===== src/rtl/serializer_arbiter.sv =====
`default_nettype none
// ============================================================================
// Module   : serializer_arbiter
// Function : Round-robin arbiter that feeds one shared serializer. It filters
//            illegal bit counts and gives up if the serializer never goes busy.
// Revision : 1.0  initial release
// ============================================================================
module serializer_arbiter #(
    parameter int N_REQ        = 4,
    parameter int DATA_W       = 16,
    parameter int MOD_W        = 4,
    parameter int BUSY_TIMEOUT = 4
) (
    input  logic                     clk_i,
    input  logic                     rst_i,
    input  logic [N_REQ*DATA_W-1:0]  req_data_i,
    input  logic [N_REQ*MOD_W-1:0]   req_mod_i,
    input  logic [N_REQ-1:0]         req_val_i,
    output logic [N_REQ-1:0]         req_rdy_o,
    output logic [DATA_W-1:0]        ser_data_o,
    output logic [MOD_W-1:0]         ser_mod_o,
    output logic                     ser_val_o,
    input  logic                     ser_busy_i,
    output logic [$clog2(N_REQ)-1:0] grant_id_o,
    output logic                     drop_o,
    output logic                     timeout_o
);
    localparam int ID_W  = $clog2(N_REQ);
    localparam int CNT_W = $clog2(BUSY_TIMEOUT + 1);
    localparam logic [CNT_W-1:0] C_TIMEOUT = CNT_W'(BUSY_TIMEOUT);
    localparam logic [ID_W-1:0]  C_PTR_RST = ID_W'(N_REQ - 1);

    typedef enum logic [1:0] {
        S_IDLE      = 2'd0,
        S_ISSUE     = 2'd1,
        S_WAIT_BUSY = 2'd2,
        S_WAIT_DONE = 2'd3
    } state_t;

    state_t            state_q;
    logic [ID_W-1:0]   ptr_q;
    logic [CNT_W-1:0]  cnt_q;

    logic              w_any;
    logic [ID_W-1:0]   w_idx;
    logic [ID_W-1:0]   w_win;
    logic [DATA_W-1:0] w_win_data;
    logic [MOD_W-1:0]  w_win_mod;
    logic              w_win_illegal;
    logic              w_accept;
    logic [CNT_W-1:0]  w_cnt_inc;

    // Cyclic search starting just past the last served requester
    always_comb begin
        w_any = 1'b0;
        w_win = '0;
        w_idx = '0;
        for (int i = 1; i <= N_REQ; i++) begin
            w_idx = ID_W'((int'(ptr_q) + i) % N_REQ);
            if (!w_any && req_val_i[w_idx]) begin
                w_any = 1'b1;
                w_win = w_idx;
            end
        end
    end

    assign w_win_data    = req_data_i[w_win*DATA_W +: DATA_W];
    assign w_win_mod     = req_mod_i[w_win*MOD_W +: MOD_W];
    assign w_win_illegal = (w_win_mod == MOD_W'(1)) || (w_win_mod == MOD_W'(2));
    assign w_accept      = (state_q == S_IDLE) && w_any && !rst_i;
    assign w_cnt_inc     = cnt_q + 1'b1;
    assign req_rdy_o     = w_accept ? ({{(N_REQ-1){1'b0}}, 1'b1} << w_win) : '0;

    always_ff @(posedge clk_i) begin
        if (rst_i) begin
            state_q    <= S_IDLE;
            ptr_q      <= C_PTR_RST;
            cnt_q      <= '0;
            ser_data_o <= '0;
            ser_mod_o  <= '0;
            ser_val_o  <= 1'b0;
            grant_id_o <= '0;
            drop_o     <= 1'b0;
            timeout_o  <= 1'b0;
        end else begin
            ser_val_o <= 1'b0;
            drop_o    <= 1'b0;
            timeout_o <= 1'b0;
            case (state_q)
                S_IDLE: begin
                    if (w_accept) begin
                        ser_data_o <= w_win_data;
                        ser_mod_o  <= w_win_mod;
                        grant_id_o <= w_win;
                        ptr_q      <= w_win;
                        // Filtered requests still rotate priority but never reach the serializer
                        if (w_win_illegal) begin
                            drop_o <= 1'b1;
                        end else begin
                            ser_val_o <= 1'b1;
                            state_q   <= S_ISSUE;
                        end
                    end
                end
                S_ISSUE: begin
                    cnt_q   <= '0;
                    state_q <= S_WAIT_BUSY;
                end
                S_WAIT_BUSY: begin
                    if (ser_busy_i) begin
                        state_q <= S_WAIT_DONE;
                    end else begin
                        cnt_q <= w_cnt_inc;
                        if (w_cnt_inc == C_TIMEOUT) begin
                            timeout_o <= 1'b1;
                            state_q   <= S_IDLE;
                        end
                    end
                end
                S_WAIT_DONE: begin
                    if (!ser_busy_i) begin
                        state_q <= S_IDLE;
                    end
                end
                default: state_q <= S_IDLE;
            endcase
        end
    end

endmodule
`default_nettype wire


===== config.mk =====
export PLATFORM = sky130hd
export DESIGN_NAME = serializer_arbiter
export DESIGN_NICKNAME = d
export VERILOG_FILES = /design/src/rtl/serializer_arbiter.sv
export SDC_FILE = /design/constraint.sdc
export NUM_CORES = 1
export LEC_CHECK = 0
export ABC_AREA = 1
export BUFFER_PORTS_ARGS = -buffer_cell sky130_fd_sc_hd__clkbuf_2
export CAP_MARGIN = 0
export CORE_AREA = 2 2 70 72
export CTS_BUF_LIST = sky130_fd_sc_hd__clkbuf_4 sky130_fd_sc_hd__clkbuf_8
export CTS_CLUSTER_DIAMETER = 30
export DETAILED_ROUTE_END_ITERATION = 8
export DIE_AREA = 0 0 72 74
export PLACE_DENSITY = 0.89
export SLEW_MARGIN = 20
export SYNTH_ARGS = -nofsm -noshare
export SYNTH_HDL_FRONTEND = slang
export SYNTH_SLANG_ARGS = --single-unit

===== constraint.sdc =====
create_clock -name clk_i -period 2.5 [get_ports clk_i]
set_input_delay 0.25 -clock clk_i [delete_from_list [all_inputs] [get_ports clk_i]]
set_output_delay 0.25 -clock clk_i [all_outputs]
set_load 0.01 [all_outputs]

* After elaboration in Yosys (flattened, before gate mapping)
Index checks and enable logic that the tools add are counted.
Cells by class: divide/modulo/power cells 0, add/subtract/negate cells 5, magnitude comparators 4, multipliers 0, reduce and logical (&&, ||, !) cells 17, bitwise logic cells 3, eq/ne operators 11, shift-type cells 3, mux-type cells 28
Operators by type and width (number):
- $shiftx 64x7->16 | 1
- $mux 2 | 9
- $shiftx 16x5->4 | 1
- $lt 2x3->1 const B | 4
- $mux 1 | 11
- $bmux 1 s2 | 4
- $ne 2x2->1 const B | 4
- $pmux 2 s4 | 1
- $pmux 3 s2 | 1
- $reduce_or 3->1 | 2
- $logic_and 1x1->1 | 5
- $add 2x1->2 const B | 2
- $add 2x2->2 const B | 2
- $eq 2x2->1 const B | 2
- $eq 4x1->1 const B | 1
- $eq 4x2->1 const B | 1
- $logic_not 1->1 | 4
- $mux 4 | 1
- $reduce_and 2->1 | 2
- $reduce_and 4->1 | 1
- $shl 1x2->4 const A | 1
- $add 3x1->3 const B | 1
- $eq 3x3->1 const B | 1
- $mux 3 | 1
- other kinds (6) | 8
Storage, ports and cells: memories 0, ROM bits 0, RAM bits 0, output and inout bits 29, register bits after elaboration 32, latch bits 0, logic and storage cells 80, bits of input ports 87

* Logic depth before layout (Yosys ltp)
Gate-level depths: netlist of run 1.
word-level depth 19, mapped depth 20, gate-level depth less buffers 19

* Least setup slack after synthesis of run 1
No wires, ideal clock.
path kind register to output, from register ptr_q[0], to output req_rdy_o[2], data arrival time 1.757 ns, cell stages (with the launch flop) 13, data required time 2.250 ns, path slack 0.493 ns, cells stage by stage dfxtp_1 > inv_2 > nand2_1 > nand2_1 > nand2_1 > nand2_2 > inv_1 > nand3_2 > nand2_1 > nor2_1 > buf_2 > nand2_1 > nor2_1
Between the ends: word-level cells in the longest chain between the ends 16, elaborated cells between the ends (all ways) 30, those cells by class add/sub: 4; shift: 1; mux: 17; reduce/logical: 8
Ends and longest elaborated chain:
- from (decl) | line 41 | logic [ID_W-1:0] ptr_q;
- from (signal assigned) | line 95 | ptr_q <= w_win;
- $add 2x1->2 | line 59 | w_idx = ID_W'((int'(ptr_q) + i) % N_REQ);
- $bmux 1 s2 | line 60 | if (!w_any && req_val_i[w_idx]) begin
- $mux 1 (not written as such) | line 60
- $mux 1 | line 60
- $logic_not 1->1 | line 60
- $logic_and 1x1->1 | line 60
- $mux 1 | line 60
- $logic_not 1->1 | line 60
- $logic_and 1x1->1 | line 60
- $mux 1 | line 60
- $logic_not 1->1 | line 60
- $logic_and 1x1->1 | line 60
- $mux 1 | line 60
- $logic_and 1x1->1 (2 in a row) | line 70 | assign w_accept = (state_q == S_IDLE) && w_any && !rst_i;
- $mux 4 * | line 72 | assign req_rdy_o = w_accept ? ({{(N_REQ-1){1'b0}}, 1'b1} << w_win) : '0;
- to (decl) | line 19 | output logic [N_REQ-1:0] req_rdy_o,
Every way passes the cells marked *; elsewhere a longest branch is shown, timed or not. The select of a mux whose other input is x is not followed.

* Worst setup path after layout of run 1
Ends and elaborated chain as after synthesis.

==> results_dict.tcl, run 1 <==
set metrics [dict create \
    worst_path_most_repeated_cell "nand2_1" \
    cts_buffers 5 \
    via_per_inst 5.10 \
    status "finished, final reports clean" \
    slowest_delay_ps 380 \
    antenna_found_initial 0 \
    syn_inst 300 \
    placedCellCount 464 \
    critPathSlowestCell "dfxtp_4" \
    grt_pass1_wl_um 9340 \
    area_growth_syn_to_layout_pct 35.7 \
    path_class "reg -> out" \
    r2r_slack_ps 340 \
    grt_max_degree 17 \
    fmax_mhz 438 \
    cp_top_family "simple AND/OR/NAND/NOR gates" \
    die_area_um2 5330 \
    ys_seq_area_frac 0.319 \
    worst_pin_slew_ps 389 \
    critPathCaptureType "output port" \
    grt_pass1_vias 2279 \
    placed_area_um2 2620 \
    hold_depth 2 \
    fin_setup_tns_ps 0 \
    grt_usage 0.218 \
    critPathBufInv 4 \
    finalCriticalPeriod_ps 2280 \
    fin_skew_ps 5.70 \
    start_util 0.436 \
    synthesis.area_um2 2010 \
    drv_slew 0 \
    synthArstFlopShare 0 \
    synth_ff_type "dfxtp_1" \
    final-seq-area_um2 646 \
    worstPathRequired_ps 2250 \
    clockRootBuffer "clkbuf_8" \
    cp_max_fo 9 \
    multi_input_comb_area_um2 1230 \
    worst_setup_path_start_kind "register" \
    min_period_over_period 0.912 \
    drtIter0Drc 118 \
    rr_startpoint "ptr_q[0]" \
    cts_sinks 32 \
    final_common_cell "nand2_1" \
    hold_viol_final 0 \
    final_cell_area_um2 2720 \
    holdWs_ps 218 \
    hp-class "in -> reg" \
    nets 506 \
    synth_enable_flop_cells 0 \
    clock_path_buffers 2 \
    wirelength_um 5720 \
    powerDensity_nw_per_um2 1540 \
    die_y_um 74 \
    first_pass_iters 4 \
    hold_end "cnt_q[2]" \
    n_antenna_cell 0 \
    num_rows 25 \
    core_um2 4600 \
    layout_common_cells "nand2_1 (127), clkbuf_2 (115), dfxtp_1 (30)" \
    arrival_ps 2030 \
    vdd_drop_max_mv 0.710 \
    ant_nets 0 \
    yosys_warnings 0 \
    vias 2405 \
    rsz0062_at_grt "no" \
    r2r_end "ser_mod_o[2]" \
    wl_per_cell_um 12.1 \
    place_congestion 0.830 \
    fp.dieW_um 72 \
    syn-num-nets 389 \
    drive_gt1_frac 0.390 \
    worstRegToRegCells 12 \
    final_core_util 0.592 \
    post_layout_nonfiller_instances 472 \
    nFillCells 434 \
    clk_latency_ps 290 \
    cts_tree "built" \
    finalSetupViolCount 0 \
    ys_seq_elements 32 \
    drv_cap 0 \
    io_pins 116 \
    startpoint "ptr_q[0]" \
    synth.avg_cell_area_um2 6.69 \
    slew_headroom 0.740 \
    cp_cell_sequence "inv_2 > nand2_1 > nand2_1 > nand2_1 > nand2_2 > nor2_4 > nand2_1 > nor2_1 > inv_2 > nand2_4 > clkinvlp_4 > nand2_1 > nor2_1 > clkbuf_2" \
    overflow 0 \
    hpwl_um 4680 \
    io_buffers 115 \
    h-tree-depth 2 \
    post_cts_buffers 0 \
    p_leak_nw 1.46 \
    drc 0 \
    post_synth_num_cell_types 30 \
    hp-start "rst_i" \
    clk_pin_slew_ps 70 \
]
==> per-stage QoR <==
step / power, mW / setup slack (ps)
2_1_floorplan: 3.21 / 493
3_3_place_gp: 3.67 / 365
3_5_place_dp: 3.77 / 311
4_1_cts: 4.19 / 62.7
5_1_grt: 4.64 / 9.99
6_report: 4.19 / 219
==> logic make-up after synthesis <==
family          after synthesis  share of synthesized area
fa+ha+maj                     2                     0.0125
flops                        32                      0.319
xor+xnor                      1                    0.00437
compound gates               41                      0.143
buf+inv                      31                     0.0724
simple gates                193                      0.448
==> repair_timing <==
action	in CTS	in global routing
hold buffers	0	0
gates resized for setup	0	6
endpoints found under the setup margin	0	4
==> cell type report <==
class,count,share of cell area
Multi-Input combinational cell,237,0.451
Tap cell,54,0.0248
Clock inverter,3,0.00874
Timing Repair Buffer,118,0.220
Clock buffer,5,0.0253
Inverter,23,0.0331
Sequential cell,32,0.237
==> registers in the layout (all words and copies together), names as in the netlist, 2 cells and up <==
name and count:
cnt_q 3, grant_id_o 2, ptr_q 2, ser_data_o 16, ser_mod_o 4, state_q 2
==> cell usage after synthesis, types with 2 or more instances <==
cell / count / share of area
nand2_1: 127 / 0.24
dfxtp_1: 32 / 0.32
nand3_1: 16 / 0.040
a22o_1: 15 / 0.066
nand2_2: 14 / 0.044
nand4_1: 13 / 0.041
inv_1: 12 / 0.022
nor2_1: 11 / 0.021
o21ai_0: 9 / 0.022
inv_2: 7 / 0.013
a22oi_1: 6 / 0.022
a21oi_1: 5 / 0.012
buf_2: 4 / 0.010
clkinv_1: 4 / 0.0075
nor2_4: 4 / 0.022
a31oi_1: 3 / 0.0094
clkbuf_1: 2 / 0.0037
ha_1: 2 / 0.012
nand2_4: 2 / 0.011
nand3_2: 2 / 0.010
==> layer usage <==
layer  wire [µm]  share of wire  GRT usage
met5           0              0          0
met4          73          0.013     0.0566
met3         389          0.068     0.0705
met2        2930           0.51      0.392
met1        2330           0.41      0.250
==> power breakdown <==
group | internal, mW | switching [mW] | leakage (nW)
combinational | 1.05 | 1.96 | 1.16
clock | 0.197 | 0.206 | 0.0404
sequential | 0.686 | 0.0997 | 0.263
total | 1.93 | 2.27 | 1.46
==> worst register-to-register path, delay by kind of cell (launching register included) <==
family	cells	cell delay, ps
buffers and inverters	4	750
and+or+nand+nor	7	690
DFF	1	370
AOI/OAI and AO/OA	1	240
==> how the worst max path moves through the flow <==
stage	end	depth (start not counted)
global placement	ser_data_o[1]	15
CTS	req_rdy_o[2]	13
finish	req_rdy_o[2]	14
floorplan	req_rdy_o[2]	12
detailed placement	ser_data_o[1]	16
global route	req_rdy_o[2]	14
Power figures use the tool's default switching activity.
==> run 2: changes to the inputs <==
--- a/config.mk
+++ b/config.mk
@@ -5,15 +5,14 @@
 export SDC_FILE = /design/constraint.sdc
 export NUM_CORES = 1
 export LEC_CHECK = 0
-export ABC_AREA = 1
 export BUFFER_PORTS_ARGS = -buffer_cell sky130_fd_sc_hd__clkbuf_2
 export CAP_MARGIN = 0
-export CORE_AREA = 2 2 70 72
+export CORE_AREA = 2 2 68 70
 export CTS_BUF_LIST = sky130_fd_sc_hd__clkbuf_4 sky130_fd_sc_hd__clkbuf_8
 export CTS_CLUSTER_DIAMETER = 30
 export DETAILED_ROUTE_END_ITERATION = 8
-export DIE_AREA = 0 0 72 74
-export PLACE_DENSITY = 0.89
+export DIE_AREA = 0 0 70 72
+export PLACE_DENSITY = 0.9
 export SLEW_MARGIN = 20
 export SYNTH_ARGS = -nofsm -noshare
 export SYNTH_HDL_FRONTEND = slang
==> run 2 against run 1 <==
- sequential power shrank 8.8%
- utilization rose by 1.1 points
- clock power grew 4%
- maximum frequency rose by 3.9%
- register-to-register slack is essentially flat
- cell area decreased by 5.5%
==> results_dict.tcl, run 2 <==
set metrics [dict create \
    status "finished, final reports clean" \
    wl_per_cell_um 15.6 \
    drc 0 \
    syn-num-nets 263 \
    first_pass_iters 4 \
    layout_setup_ws_ps 304 \
    place_congestion 0.836 \
    synthArstFlopShare 0 \
    rsz0062_at_grt "no" \
    drv_slew 0 \
    worstPathRequired_ps 2250 \
    grt_max_degree 21 \
    io_pins 116 \
    worst_pin_slew_ps 468 \
    synth_top_area_cell "dfxtp_1" \
    antenna_found_initial 0 \
    final_common_cell "clkbuf_2" \
    holdWs_ps 324 \
    synthTopCellsByArea "dfxtp_1 (35%), mux4_2 (19%), a22o_1 (8.0%), nor2_1 (3.0%), a21boi_0 (2.8%)" \
    synth_top_area_frac 0.345 \
    post_synth_num_cell_types 44 \
    power.total_mw 2.02 \
    clk_latency_ps 280 \
    top_register "ser_data_o" \
    syn_inst 174 \
    hold_buffers 0 \
    critPathSlowestCell "dfxtp_1" \
    vias 1899 \
    grt_pass1_wl_um 8470 \
    vdd_drop_max_mv 0.418 \
    synth_top_family_by_area "compound AO/OA/AOI/OAI gates" \
    via_per_inst 5.55 \
    synth_adder_area_share 0.0135 \
    slowest_delay_ps 390 \
    synth.avg_cell_area_um2 10.7 \
    finalCriticalPeriod_ps 2200 \
    fmax_mhz 455 \
    synthesis.area_um2 1860 \
    yosys-mux-area-fraction 0.206 \
    h-tree-depth 2 \
    r2r_end "ser_data_o[7]" \
    area_growth_syn_to_layout_pct 38.5 \
    synth_enable_flop_cells 0 \
    drv_cap 0 \
    slew_headroom 0.685 \
    cp_cell_sequence "nor2_1 > o31a_1 > nand2b_1 > nor3_1 > clkbuf_2" \
    die_y_um 72 \
    final_cell_area_um2 2570 \
    path_depth 5 \
    ant_nets 0 \
    arrival_ps 1950 \
    start_util 0.435 \
    fin_skew_ps 7.16 \
    cts_sinks 32 \
    drtIter0Drc 73 \
    overflow 0 \
    grt_pass1_vias 1870 \
    synth_xor_area_frac 0.00943 \
    worst_setup_path_start_kind "register" \
    nets 378 \
    endpoint "req_rdy_o[0]" \
    clk_pin_slew_ps 60 \
    critPathCaptureType "output port" \
    yosys_warnings 0 \
    fp.dieW_um 70 \
    rr_startpoint "ptr_q[1]" \
    n_antenna_cell 0 \
    synth_ff_type "dfxtp_1" \
    cts_tree "built" \
    io_buffers 115 \
    place_ws_ps 387 \
    wirelength_um 5350 \
    drive_gt1_frac 0.538 \
    layout_common_cells "clkbuf_2 (115), dfxtp_1 (32), a22o_1 (17)" \
    hpwl_um 4260 \
    clock_path_buffers 2 \
    p_leak_nw 1.25 \
    min_period_over_period 0.879 \
    synth.most_common_cell "dfxtp_1" \
    r2r_slack_ps 340 \
    postCtsResizedCells 0 \
    die_area_um2 5040 \
    num_rows 24 \
    ys_seq_area_frac 0.345 \
    placed_area_um2 2470 \
    yosys.area_share.simple 0.127 \
    post_cts_buffers 0 \
    path_class "reg -> out" \
    core_um2 4260 \
    cp_top_family "simple AND/OR/NAND/NOR gates" \
    hp-class "in -> reg" \
    worstRegToRegCells 6 \
    startpoint "state_q[1]" \
    critPathBufInv 1 \
    ys_seq_elements 32 \
    cp_max_fo 10 \
    synth_compound_area_frac 0.260 \
    clockRootBuffer "clkbuf_8" \
    top_regs "ser_data_o (16), ser_mod_o (4), cnt_q (3)" \
    grt_usage 0.213 \
    powerDensity_nw_per_um2 785 \
    finalSetupViolCount 0 \
    netlist_top_cells_count "dfxtp_1 (32), a22o_1 (17), mux4_2 (16)" \
    fin_setup_tns_ps 0 \
    cts_buffers 5 \
    hold_viol_final 0 \
    largest_reg_flops 16 \
]
## run 2: cell count changes after synthesis, sizes merged, moves of 4 or more
cell    previous run  this run
nand2b             0         6
clkinv             4         0
nand3             18         0
nand4             14         0
nand2            144         6
a22oi              6         0
o21ai              9         2
a21boi             0         8
inv               19         1
or2                0         5
and3               0         4
mux4               0        16
## run 2: cells by family after synthesis
group           after synthesis
compound gates               60
buf+inv                      14
xor+xnor                      2
simple gates                 46
fa+ha+maj                     2
mux                          18
flops                        32
## run 2: per-stage QoR
stage                      util  cells
after floorplan               -    174
after global placement    0.580    334
after detailed placement  0.580    334
after CTS                 0.603    342
after global routing      0.603    342
final                     0.603    342
## run 2: worst min path at each step
stage / cells after the start / endpoint / start
global placement: 2 / ser_mod_o[0] / ser_mod_o[0]
floorplan: 2 / timeout_o / ser_busy_i
detailed placement: 2 / ser_mod_o[0] / ser_mod_o[0]
CTS: 3 / timeout_o / ser_busy_i
global route: 3 / timeout_o / ser_busy_i
finish: 2 / grant_id_o[0] / rst_i
## run 2: per-layer routing
layer	wire (µm)	GRT usage	part of all wire
met1	2150	0.239	0.40
met2	2650	0.376	0.50
met3	439	0.0708	0.082
met4	106	0.0833	0.020
met5	0	0	0
## run 2: area by class of cell
type                            instances  area (µm²)
Tap cell                               52        65.1
Clock buffer                            7        90.1
Clock inverter                          1        7.51
Sequential cell                        32         641
Multi-Input combinational cell        128        1140
Fill cell                             376        1690
Inverter                                1        3.75
Timing Repair Buffer                  121         621
## run 2: power by group
group	internal (mW)	switching, mW	leakage (nW)
logic	0.440	0.443	0.935
registers	0.631	0.0849	0.264
clock network	0.234	0.186	0.0479
total	1.31	0.714	1.25
==> run 3: changes to the inputs <==
--- a/config.mk
+++ b/config.mk
@@ -7,12 +7,12 @@
 export LEC_CHECK = 0
 export BUFFER_PORTS_ARGS = -buffer_cell sky130_fd_sc_hd__clkbuf_2
 export CAP_MARGIN = 0
-export CORE_AREA = 2 2 68 70
+export CORE_AREA = 2 2 72 74
 export CTS_BUF_LIST = sky130_fd_sc_hd__clkbuf_4 sky130_fd_sc_hd__clkbuf_8
 export CTS_CLUSTER_DIAMETER = 30
 export DETAILED_ROUTE_END_ITERATION = 8
-export DIE_AREA = 0 0 70 72
-export PLACE_DENSITY = 0.9
+export DIE_AREA = 0 0 74 76
+export PLACE_DENSITY = 0.85
 export SLEW_MARGIN = 20
 export SYNTH_ARGS = -nofsm -noshare
 export SYNTH_HDL_FRONTEND = slang
==> constraint.sdc (replaced) <==
create_clock -name clk_i -period 1.9 [get_ports clk_i]
set_input_delay 0.19 -clock clk_i [delete_from_list [all_inputs] [get_ports clk_i]]
set_output_delay 0.19 -clock clk_i [all_outputs]
set_load 0.01 [all_outputs]
==> run 3 against run 2 <==
- utilization down 1.7 points
- first-iteration DRC count up 5.5%
- power is 50% higher
- via count grew 3.6%
- sequential power up 31%
- wire length grew 7.1%
- die area rose by 12%
- largest cell class unchanged
- largest power group unchanged
- highest routed layer unchanged
==> results_dict.tcl, run 3 (synthesis results as in run 2) <==
set metrics [dict create \
    finalSetupViolCount 0 \
    ant_nets 0 \
    drc 0 \
    busiest_layer "met2" \
    drv_cap 0 \
    placed_area_um2 2610 \
    drv_slew 0 \
    clockRootBuffer "clkbuf_8" \
    cts_buffers 5 \
    finalCriticalPeriod_ps 1870 \
    use_met3 0.0516 \
    clock_path_buffers 2 \
    path_class "reg -> reg" \
    critPathSlowestCell "mux4_2" \
    antenna_found_initial 0 \
    top_register "ser_data_o" \
    hp-class "in -> reg" \
    final_cell_area_um2 2880 \
    slowest_delay_ps 510 \
    clk_latency_ps 280 \
    h-tree-depth 2 \
    drive_gt1_frac 0.609 \
    vdd_drop_max_mv 0.444 \
    vias 1967 \
    hpwl_um 4470 \
    wl_per_cell_um 15.2 \
    overflow 0 \
    largest_reg_flops 16 \
    min_period_over_period 0.985 \
    layout_common_cells "clkbuf_2 (113), dfxtp_1 (31), buf_4 (19)" \
    grt_pass1_vias 1974 \
    first_pass_iters 4 \
    place_congestion 0.867 \
    use_met2 0.344 \
    fin_setup_tns_ps 0 \
    start_util 0.378 \
    clk_pin_slew_ps 60 \
    worst_pin_slew_ps 350 \
    critPathCaptureType "register" \
    worst_setup_path_start_kind "register" \
    n_antenna_cell 0 \
    arrival_ps 2040 \
    cp_max_fo 13 \
    top_regs "ser_data_o (16), ser_mod_o (4), cnt_q (3)" \
    grt_max_degree 20 \
    die_area_um2 5620 \
    hold_buffers 0 \
    rsz0062_at_grt "yes" \
    cts_sinks 32 \
    nFillCells 431 \
    p_leak_nw 1.38 \
    wirelength_um 5730 \
    cp_cell_sequence "mux2i_1 > o22ai_2 > nor2_4 > buf_12 > mux4_2 > a22o_1" \
    grt_usage 0.201 \
    nets 395 \
    fin_skew_ps 2.60 \
    final_common_cell "clkbuf_2" \
    powerDensity_nw_per_um2 1050 \
    slew_headroom 0.764 \
    worstPathRequired_ps 2070 \
    grt_pass1_wl_um 8870 \
    met1_usage 0.240 \
    fmax_mhz 535 \
    cts_tree "built" \
    fp.dieW_um 74 \
    num_rows 26 \
    io_buffers 115 \
    io_pins 116 \
    drtIter0Drc 77 \
    via_per_inst 5.22 \
    hold_viol_final 0 \
    die_y_um 76 \
    core_um2 4910 \
    status "finished, final reports clean" \
    area_growth_syn_to_layout_pct 55.0 \
]
-- run 3: cell types whose count changed in the layout (fill, tap and decap cells not counted), sizes merged --
cell	previous run	this run
buf	6	25
clkbuf	122	119
bufinv	0	1
clkinv	0	1
clkinvlp	1	0
-- run 3: stage by stage --
step,hold slack (ps),worst slack (ps),std cells,util,total power [mW]
final,271,29.1,377,0.586,3.02
after global routing,272,-46.5,377,0.586,3.20
after CTS,260,-2.23,376,0.571,2.94
after detailed placement,461,-130,365,0.531,2.22
after global placement,454,-15.3,365,0.531,2.18
after floorplan,382,3.27,174,-,1.73
-- run 3: routing by layer --
layer | up-vias | share of wire
li1 | 946 | -
met1 | 932 | 0.40
met2 | 80 | 0.53
met3 | 9 | 0.059
met4 | 0 | 0.015
met5 | - | 0
-- run 3: repair_timing --
item                                    4_1_cts  5_1_grt
buffers inserted                              3        1
resized for setup                            15       16
pin swaps                                     3        9
endpoints found under the setup margin       23       23
-- run 3: final timing paths --
check	from	to	slack, ps	cells after the start
setup / recovery	ptr_q[1]	ser_data_o[9]	30	6
hold / removal	rst_i	grant_id_o[0]	270	2
setup reg to reg	ptr_q[1]	ser_data_o[9]	30	6
hold reg to reg	ser_mod_o[0]	ser_mod_o[0]	470	2
-- run 3: where the power goes --
group | switching (mW) | internal, mW
clock network | 0.245 | 0.403
logic | 0.689 | 0.749
registers | 0.102 | 0.834
total | 1.04 | 1.99
-- run 3: layout make-up --
class,instances,area (µm²),area share
clock buffer,6,76.3,0.0265
clock inverter,2,35.0,0.0122
inverter,1,3.75,0.00130
multi-input combinational,128,1260,0.437
sequential,32,644,0.224
tap,70,87.6,0.0304
timing repair buffer,138,772,0.268
-- run 3: worst max-delay path: cells and delay by family, from the launching register on --
| kind | cells | cell delay (ps) |
|---|---|---|
| compound gates | 2 | 320 |
| buf+inv | 1 | 170 |
| flops | 1 | 380 |
| mux | 2 | 730 |
| simple gates | 1 | 150 |
